[config.mk]
export PLATFORM = sky130hd
export DESIGN_NAME = rename_regfile
export DESIGN_NICKNAME = d
export VERILOG_FILES = /design/src/rtl/rename_rf_pkg.sv /design/src/rtl/rf_read_port.sv /design/src/rtl/rename_regfile.sv
export SDC_FILE = /design/constraint.sdc
export NUM_CORES = 2
export LEC_CHECK = 0
export BUFFER_PORTS_ARGS = -buffer_cell sky130_fd_sc_hd__buf_2
export CAP_MARGIN = 10
export CORE_ASPECT_RATIO = 0.8
export CORE_MARGIN = 8
export CORE_UTILIZATION = 45
export DETAILED_ROUTE_END_ITERATION = 10
export PLACE_DENSITY = 0.72
export SYNTH_ARGS = -nofsm -noshare
export SYNTH_HDL_FRONTEND = slang
export SYNTH_SLANG_ARGS = --single-unit
[constraint.sdc]
create_clock -name clk_in -period 109.4 [get_ports clk_in]
set_input_delay 21.88 -clock clk_in [delete_from_list [all_inputs] [get_ports clk_in]]
set_output_delay 21.88 -clock clk_in [all_outputs]
set_load 0.01 [all_outputs]
[src/rtl/rename_rf_pkg.sv]
//-----------------------------------------------------------------------------
// rename_rf_pkg
//   Shared constants and helpers for the rename register file.
//   - reg_id_w(): width of a register id for a given register count
//   - DEF_*     : default parameter values
//   - ZERO_REG  : id of the hardwired-zero register
// Revision: 1.0 - initial release
//-----------------------------------------------------------------------------
`default_nettype none

package rename_rf_pkg;

  localparam int DEF_XLEN      = 32;
  localparam int DEF_ROB_WIDTH = 4;
  localparam int DEF_NREG      = 32;
  localparam int DEF_NUM_RD    = 2;
  localparam int ZERO_REG      = 0;

  // A single-register file still needs a 1-bit id to keep port widths legal.
  function automatic int reg_id_w(input int nreg);
    return (nreg > 1) ? $clog2(nreg) : 1;
  endfunction

endpackage

`default_nettype wire

[src/rtl/rf_read_port.sv]
//-----------------------------------------------------------------------------
// rf_read_port
//   One combinational source lookup into the rename register file.
//   Register 0 always reads as idle zero. With RENAME_RF_COMMIT_BYPASS_EN
//   defined, a commit that releases the looked-up register this cycle is
//   forwarded (busy=0, val=commit_val) so the consumer sees it immediately.
// Ports:
//   id                    : source register id
//   busy_vec/tag_arr/val_arr : registered state of every register
//   rdy, commit_*         : live commit bus (used by the bypass only)
//   busy/tag/val          : lookup result
// Optional macro: RENAME_RF_COMMIT_BYPASS_EN
// Revision: 1.0 - initial release
//-----------------------------------------------------------------------------
`default_nettype none

module rf_read_port
  import rename_rf_pkg::*;
#(
  parameter int XLEN      = DEF_XLEN,
  parameter int NREG      = DEF_NREG,
  parameter int ROB_WIDTH = DEF_ROB_WIDTH,
  parameter int REG_ID_W  = reg_id_w(DEF_NREG)
) (
  input  logic [REG_ID_W-1:0]  id,
  input  logic [NREG-1:0]      busy_vec,
  input  logic [ROB_WIDTH-1:0] tag_arr [NREG],
  input  logic [XLEN-1:0]      val_arr [NREG],
  input  logic                 rdy,
  input  logic                 commit_en,
  input  logic [REG_ID_W-1:0]  commit_rd,
  input  logic [ROB_WIDTH-1:0] commit_tag,
  input  logic [XLEN-1:0]      commit_val,
  output logic                 busy,
  output logic [ROB_WIDTH-1:0] tag,
  output logic [XLEN-1:0]      val
);

  logic is_zero;
  assign is_zero = (id == REG_ID_W'(ZERO_REG));

`ifdef RENAME_RF_COMMIT_BYPASS_EN
  // Forward only a commit that would actually release this register; a
  // stale-tag commit leaves the younger writer pending.
  logic bypass_hit;
  assign bypass_hit = rdy && commit_en && !is_zero && (commit_rd == id)
                      && busy_vec[id] && (tag_arr[id] == commit_tag);
`else
  logic bypass_hit;
  logic unused_commit_bus;
  assign bypass_hit        = 1'b0;
  assign unused_commit_bus = ^{rdy, commit_en, commit_rd, commit_tag, commit_val};
`endif

  always_comb begin
    busy = 1'b0;
    tag  = '0;
    val  = '0;
    if (!is_zero) begin
      busy = busy_vec[id];
      tag  = tag_arr[id];
      val  = val_arr[id];
      if (bypass_hit) begin
        busy = 1'b0;
        val  = commit_val;
      end
    end
  end

endmodule

`default_nettype wire

[src/rtl/rename_regfile.sv]
//-----------------------------------------------------------------------------
// rename_regfile
//   Architectural register file with per-register rename tags. Each register
//   holds its committed value plus the ROB tag of its youngest in-flight
//   writer (valid when busy). Updated by issue, commit and flush; all state
//   freezes while rdy_in is low.
// Ports:
//   clk_in, rst_in (async, active-high), rdy_in (global stall), clr_in (flush)
//   issue_en/issue_rd/issue_tag       : rename a destination
//   rd_id -> rd_busy/rd_tag/rd_val    : NUM_RD combinational lookups
//   commit_en/commit_rd/commit_tag/commit_val : ROB commit
//   all_clear                         : no register has a pending tag
// Optional macro: RENAME_RF_COMMIT_BYPASS_EN (commit-to-read forwarding)
// Revision: 1.0 - initial release
//-----------------------------------------------------------------------------
`default_nettype none

module rename_regfile
  import rename_rf_pkg::*;
#(
  parameter int XLEN      = DEF_XLEN,
  parameter int NREG      = DEF_NREG,
  parameter int ROB_WIDTH = DEF_ROB_WIDTH,
  parameter int NUM_RD    = DEF_NUM_RD,
  localparam int REG_ID_W = reg_id_w(NREG)
) (
  input  logic                         clk_in,
  input  logic                         rst_in,
  input  logic                         rdy_in,
  input  logic                         clr_in,
  input  logic                         issue_en,
  input  logic [REG_ID_W-1:0]          issue_rd,
  input  logic [ROB_WIDTH-1:0]         issue_tag,
  input  logic [NUM_RD*REG_ID_W-1:0]   rd_id,
  output logic [NUM_RD-1:0]            rd_busy,
  output logic [NUM_RD*ROB_WIDTH-1:0]  rd_tag,
  output logic [NUM_RD*XLEN-1:0]       rd_val,
  input  logic                         commit_en,
  input  logic [REG_ID_W-1:0]          commit_rd,
  input  logic [ROB_WIDTH-1:0]         commit_tag,
  input  logic [XLEN-1:0]              commit_val,
  output logic                         all_clear
);

  logic [XLEN-1:0]      val_q  [NREG];
  logic [ROB_WIDTH-1:0] tag_q  [NREG];
  logic [NREG-1:0]      busy_q;

  // Register 0 is never written after reset, so it stays idle and zero.
  always_ff @(posedge clk_in or posedge rst_in) begin
    if (rst_in) begin
      busy_q <= '0;
      for (int r = 0; r < NREG; r++) begin
        val_q[r] <= '0;
        tag_q[r] <= '0;
      end
    end else if (rdy_in) begin
      for (int r = 1; r < NREG; r++) begin
        // The committed value lands even during a flush: it is architectural.
        if (commit_en && commit_rd == REG_ID_W'(r)) begin
          val_q[r] <= commit_val;
        end
        if (clr_in) begin
          busy_q[r] <= 1'b0;
        end else if (issue_en && issue_rd == REG_ID_W'(r)) begin
          // A new writer supersedes any same-cycle release.
          busy_q[r] <= 1'b1;
          tag_q[r]  <= issue_tag;
        end else if (commit_en && commit_rd == REG_ID_W'(r)
                     && busy_q[r] && tag_q[r] == commit_tag) begin
          // Only the youngest writer's commit frees the register.
          busy_q[r] <= 1'b0;
        end
      end
    end
  end

  assign all_clear = ~|busy_q;

  for (genvar i = 0; i < NUM_RD; i++) begin : g_rd_port
    rf_read_port #(
      .XLEN      (XLEN),
      .NREG      (NREG),
      .ROB_WIDTH (ROB_WIDTH),
      .REG_ID_W  (REG_ID_W)
    ) u_port (
      .id         (rd_id[i*REG_ID_W +: REG_ID_W]),
      .busy_vec   (busy_q),
      .tag_arr    (tag_q),
      .val_arr    (val_q),
      .rdy        (rdy_in),
      .commit_en  (commit_en),
      .commit_rd  (commit_rd),
      .commit_tag (commit_tag),
      .commit_val (commit_val),
      .busy       (rd_busy[i]),
      .tag        (rd_tag[i*ROB_WIDTH +: ROB_WIDTH]),
      .val        (rd_val[i*XLEN +: XLEN])
    );
  end

endmodule

`default_nettype wire

==> impl_metrics.json <==
{
  "crit_required_ps": 87520,
  "vias_per_cell": 6.716,
  "path_max_fanout": 59,
  "synth_commonest_cells": "mux2_2 (1174), dfrtp_1 (1147), mux2i_1 (714)",
  "rrSetupSlack_ps": 107690,
  "finalSetupTns_ps": 0,
  "crit_start": "rd_id[5]",
  "clock_sink_count": 1147,
  "clock_latency_ps": 750,
  "fin_crit_ps": 48630,
  "htree_levels": 3,
  "criticalPathCategory": "input port to primary output",
  "ioPinCount": 141,
  "synth_top_area_cell": "dfrtp_1",
  "fin_ws_ps": 60770,
  "synth_edf_count": 0,
  "rsz0062_at_grt": "false",
  "crit_path_end_kind": "primary output",
  "post-route-util_pct": 49.55,
  "io_buffers": 139,
  "dieArea_um2": 152800,
  "grt_overflow_total": 0,
  "fmax_mhz": 20.56,
  "clk_pin_slew_ps": 60,
  "hold_viol": 0,
  "total_power_mw": 1.140,
  "syn_avg_cell_area_um2": 12.75,
  "power_density_nw_per_um2": 16.42,
  "holdBufCountCts": 0,
  "netlist.area_leader.share_pct": 45.40,
  "crit_path_start_kind": "input port",
  "cts-root-buf": "clkbuf_16",
  "drtPass1Iterations": 8,
  "r2r_start": "tag_q[58]$_DFFE_PP0P_",
  "initial_core_util_pct": 45.15,
  "worstReg2RegEnd": "busy_q[17]$_DFFE_PP0P_",
  "drt-wirelength-per-cell_um": 31.11,
  "status": "finished, final reports clean",
  "ant_nets": 0,
  "ys_ff_latch": 1147,
  "drt_iter0_drc": 5105,
  "yosysMostFrequentCell": "mux2_2",
  "yosysWarnings": 37,
  "die_w_um": 435.1,
  "finalMaxSlewViolations": 0,
  "peakVddDrop_uv": 13.23,
  "fin_skew_ps": 47.36,
  "synthFlopType": "dfrtp_1",
  "area_growth_pct": 9.766,
  "whs_ps": 523.6,
  "rr_worst_depth": 4,
  "p_leak_nw": 31.90,
  "cap_violations": 0,
  "clockBufferDepth": 3,
  "worstPathArrival_ps": 26750,
  "grt_pass1_wl_um": 312600,
  "seq_area_frac_synth_pct": 45.40,
  "hold_path.class": "register to register",
  "numCtsBuffers": 120,
  "fin_crit_sh_pct": 44.45,
  "num_rows": 123,
  "track_usage_pct": 26.74,
  "finalSetupViolations": 0,
  "synthCells": 4957,
  "post_cts_buffers": 0,
  "design_area_um2": 69400,
  "post_cts_resize_count": 0,
  "dr_total_vias": 45646,
  "die_h_um": 351.3,
  "synth.top_cells.by_area": "dfrtp_1 (45%), mux2_2 (21%), mux2i_1 (11%)",
  "antenna_found_initial": 24,
  "grt_pass1_vias": 45725,
  "dp_cells": 6565,
  "hpwlAfterDp_um": 121900,
  "drc": 0,
  "ys_async_sr_fraction_pct": 100.0,
  "worst_pin_slew_ps": 1201,
  "syn_area_um2": 63220,
  "place_congestion": 0.8960,
  "synthDistinctLibCells": 48,
  "final_layout_size_suffix_gt1_share_pct": 38.05,
  "syn_nets": 5023,
  "coreArea_um2": 140000,
  "grt_max_degree": 169,
  "final_nets": 4878,
  "drt-total-wl_um": 211400,
  "cts_tree": "yes",
  "dpl_cell_area_um2": 65280,
  "place_ws_ps": 60950,
  "relSlewSlack_pct": 19.96,
  "worstSetupEndpoint": "rd_val[54]",
  "fin_cells": 6797
}
==> layer usage <==
metal / global-route usage (%) / share of wire (%) / vias to the layer above
li1: - / - / 18521
met1: 36.30 / 40 / 23754
met2: 39.32 / 43 / 2698
met3: 7.963 / 11 / 665
met4: 12.75 / 5.2 / 8
met5: 0 / 0.021 / -
==> where the power goes <==
group          switching (mW)  leakage [nW]  internal [mW]
sequential             0.0429          15.3          0.477
combinational          0.0967          14.6         0.0967
clock                   0.180          2.00          0.246
==> logic make-up after synthesis <==
logic type             count (synthesis)  share of synthesized area (%)
buffers and inverters                524                          3.481
other                                  1                       0.005931
XOR/XNOR                             124                          1.718
AO/OA/AOI/OAI                        645                          7.188
AND/OR/NAND/NOR                      441                          3.804
multiplexers                        2075                          38.41
flip-flops                          1147                          45.40
==> worst min path at each step <==
stage	start	endpoint	slack (ps)	cells after the start
6_report	val_q[604]$_DFFE_PP0P_	val_q[604]$_DFFE_PP0P_	520	1
3_5_place_dp	val_q[907]$_DFFE_PP0P_	val_q[907]$_DFFE_PP0P_	510	1
2_1_floorplan	val_q[712]$_DFFE_PP0P_	val_q[712]$_DFFE_PP0P_	480	1
5_1_grt	val_q[604]$_DFFE_PP0P_	val_q[604]$_DFFE_PP0P_	530	1
4_1_cts	val_q[638]$_DFFE_PP0P_	val_q[638]$_DFFE_PP0P_	530	1
3_3_place_gp	val_q[898]$_DFFE_PP0P_	val_q[898]$_DFFE_PP0P_	500	1
==> state kept, by name, summed over array words and instances, names as in the netlist <==
name	flops
tag_q	124
val_q	992
busy_q	31
==> final cells by class <==
class / count / area (um2)
inverter: 2 / 15.01
timing repair buffer: 255 / 1658
clock buffer: 174 / 3478
fill: 12086 / 70650
multi-input combinational: 3286 / 32560
clock inverter: 43 / 599.3
tap: 1875 / 2346
antenna: 15 / 37.54
sequential: 1147 / 28700
==> placed cells by master, fill, tap and decap left out, types with 42 or more instances in the layout <==
master,n
nor2b_1,54
clkbuf_16,122
mux4_2,151
mux2_2,1174
buf_2,133
nand2_1,53
a221o_1,74
buf_4,114
a21oi_1,70
nor3_1,151
dfrtp_1,1147
xor2_1,82
a211oi_1,74
mux2i_1,714
xnor2_1,42
o22ai_1,296
nor4_1,68
a22oi_1,74
==> worst max-delay path, cell delays in order <==
cell and delay, ps:
buf_8 440, buf_4 830, buf_4 860, buf_4 910, mux2_2 320, a221o_1 140, o221ai_1 140, a211oi_1 740
buf_2 270
(Power assumes the default switching activity.)
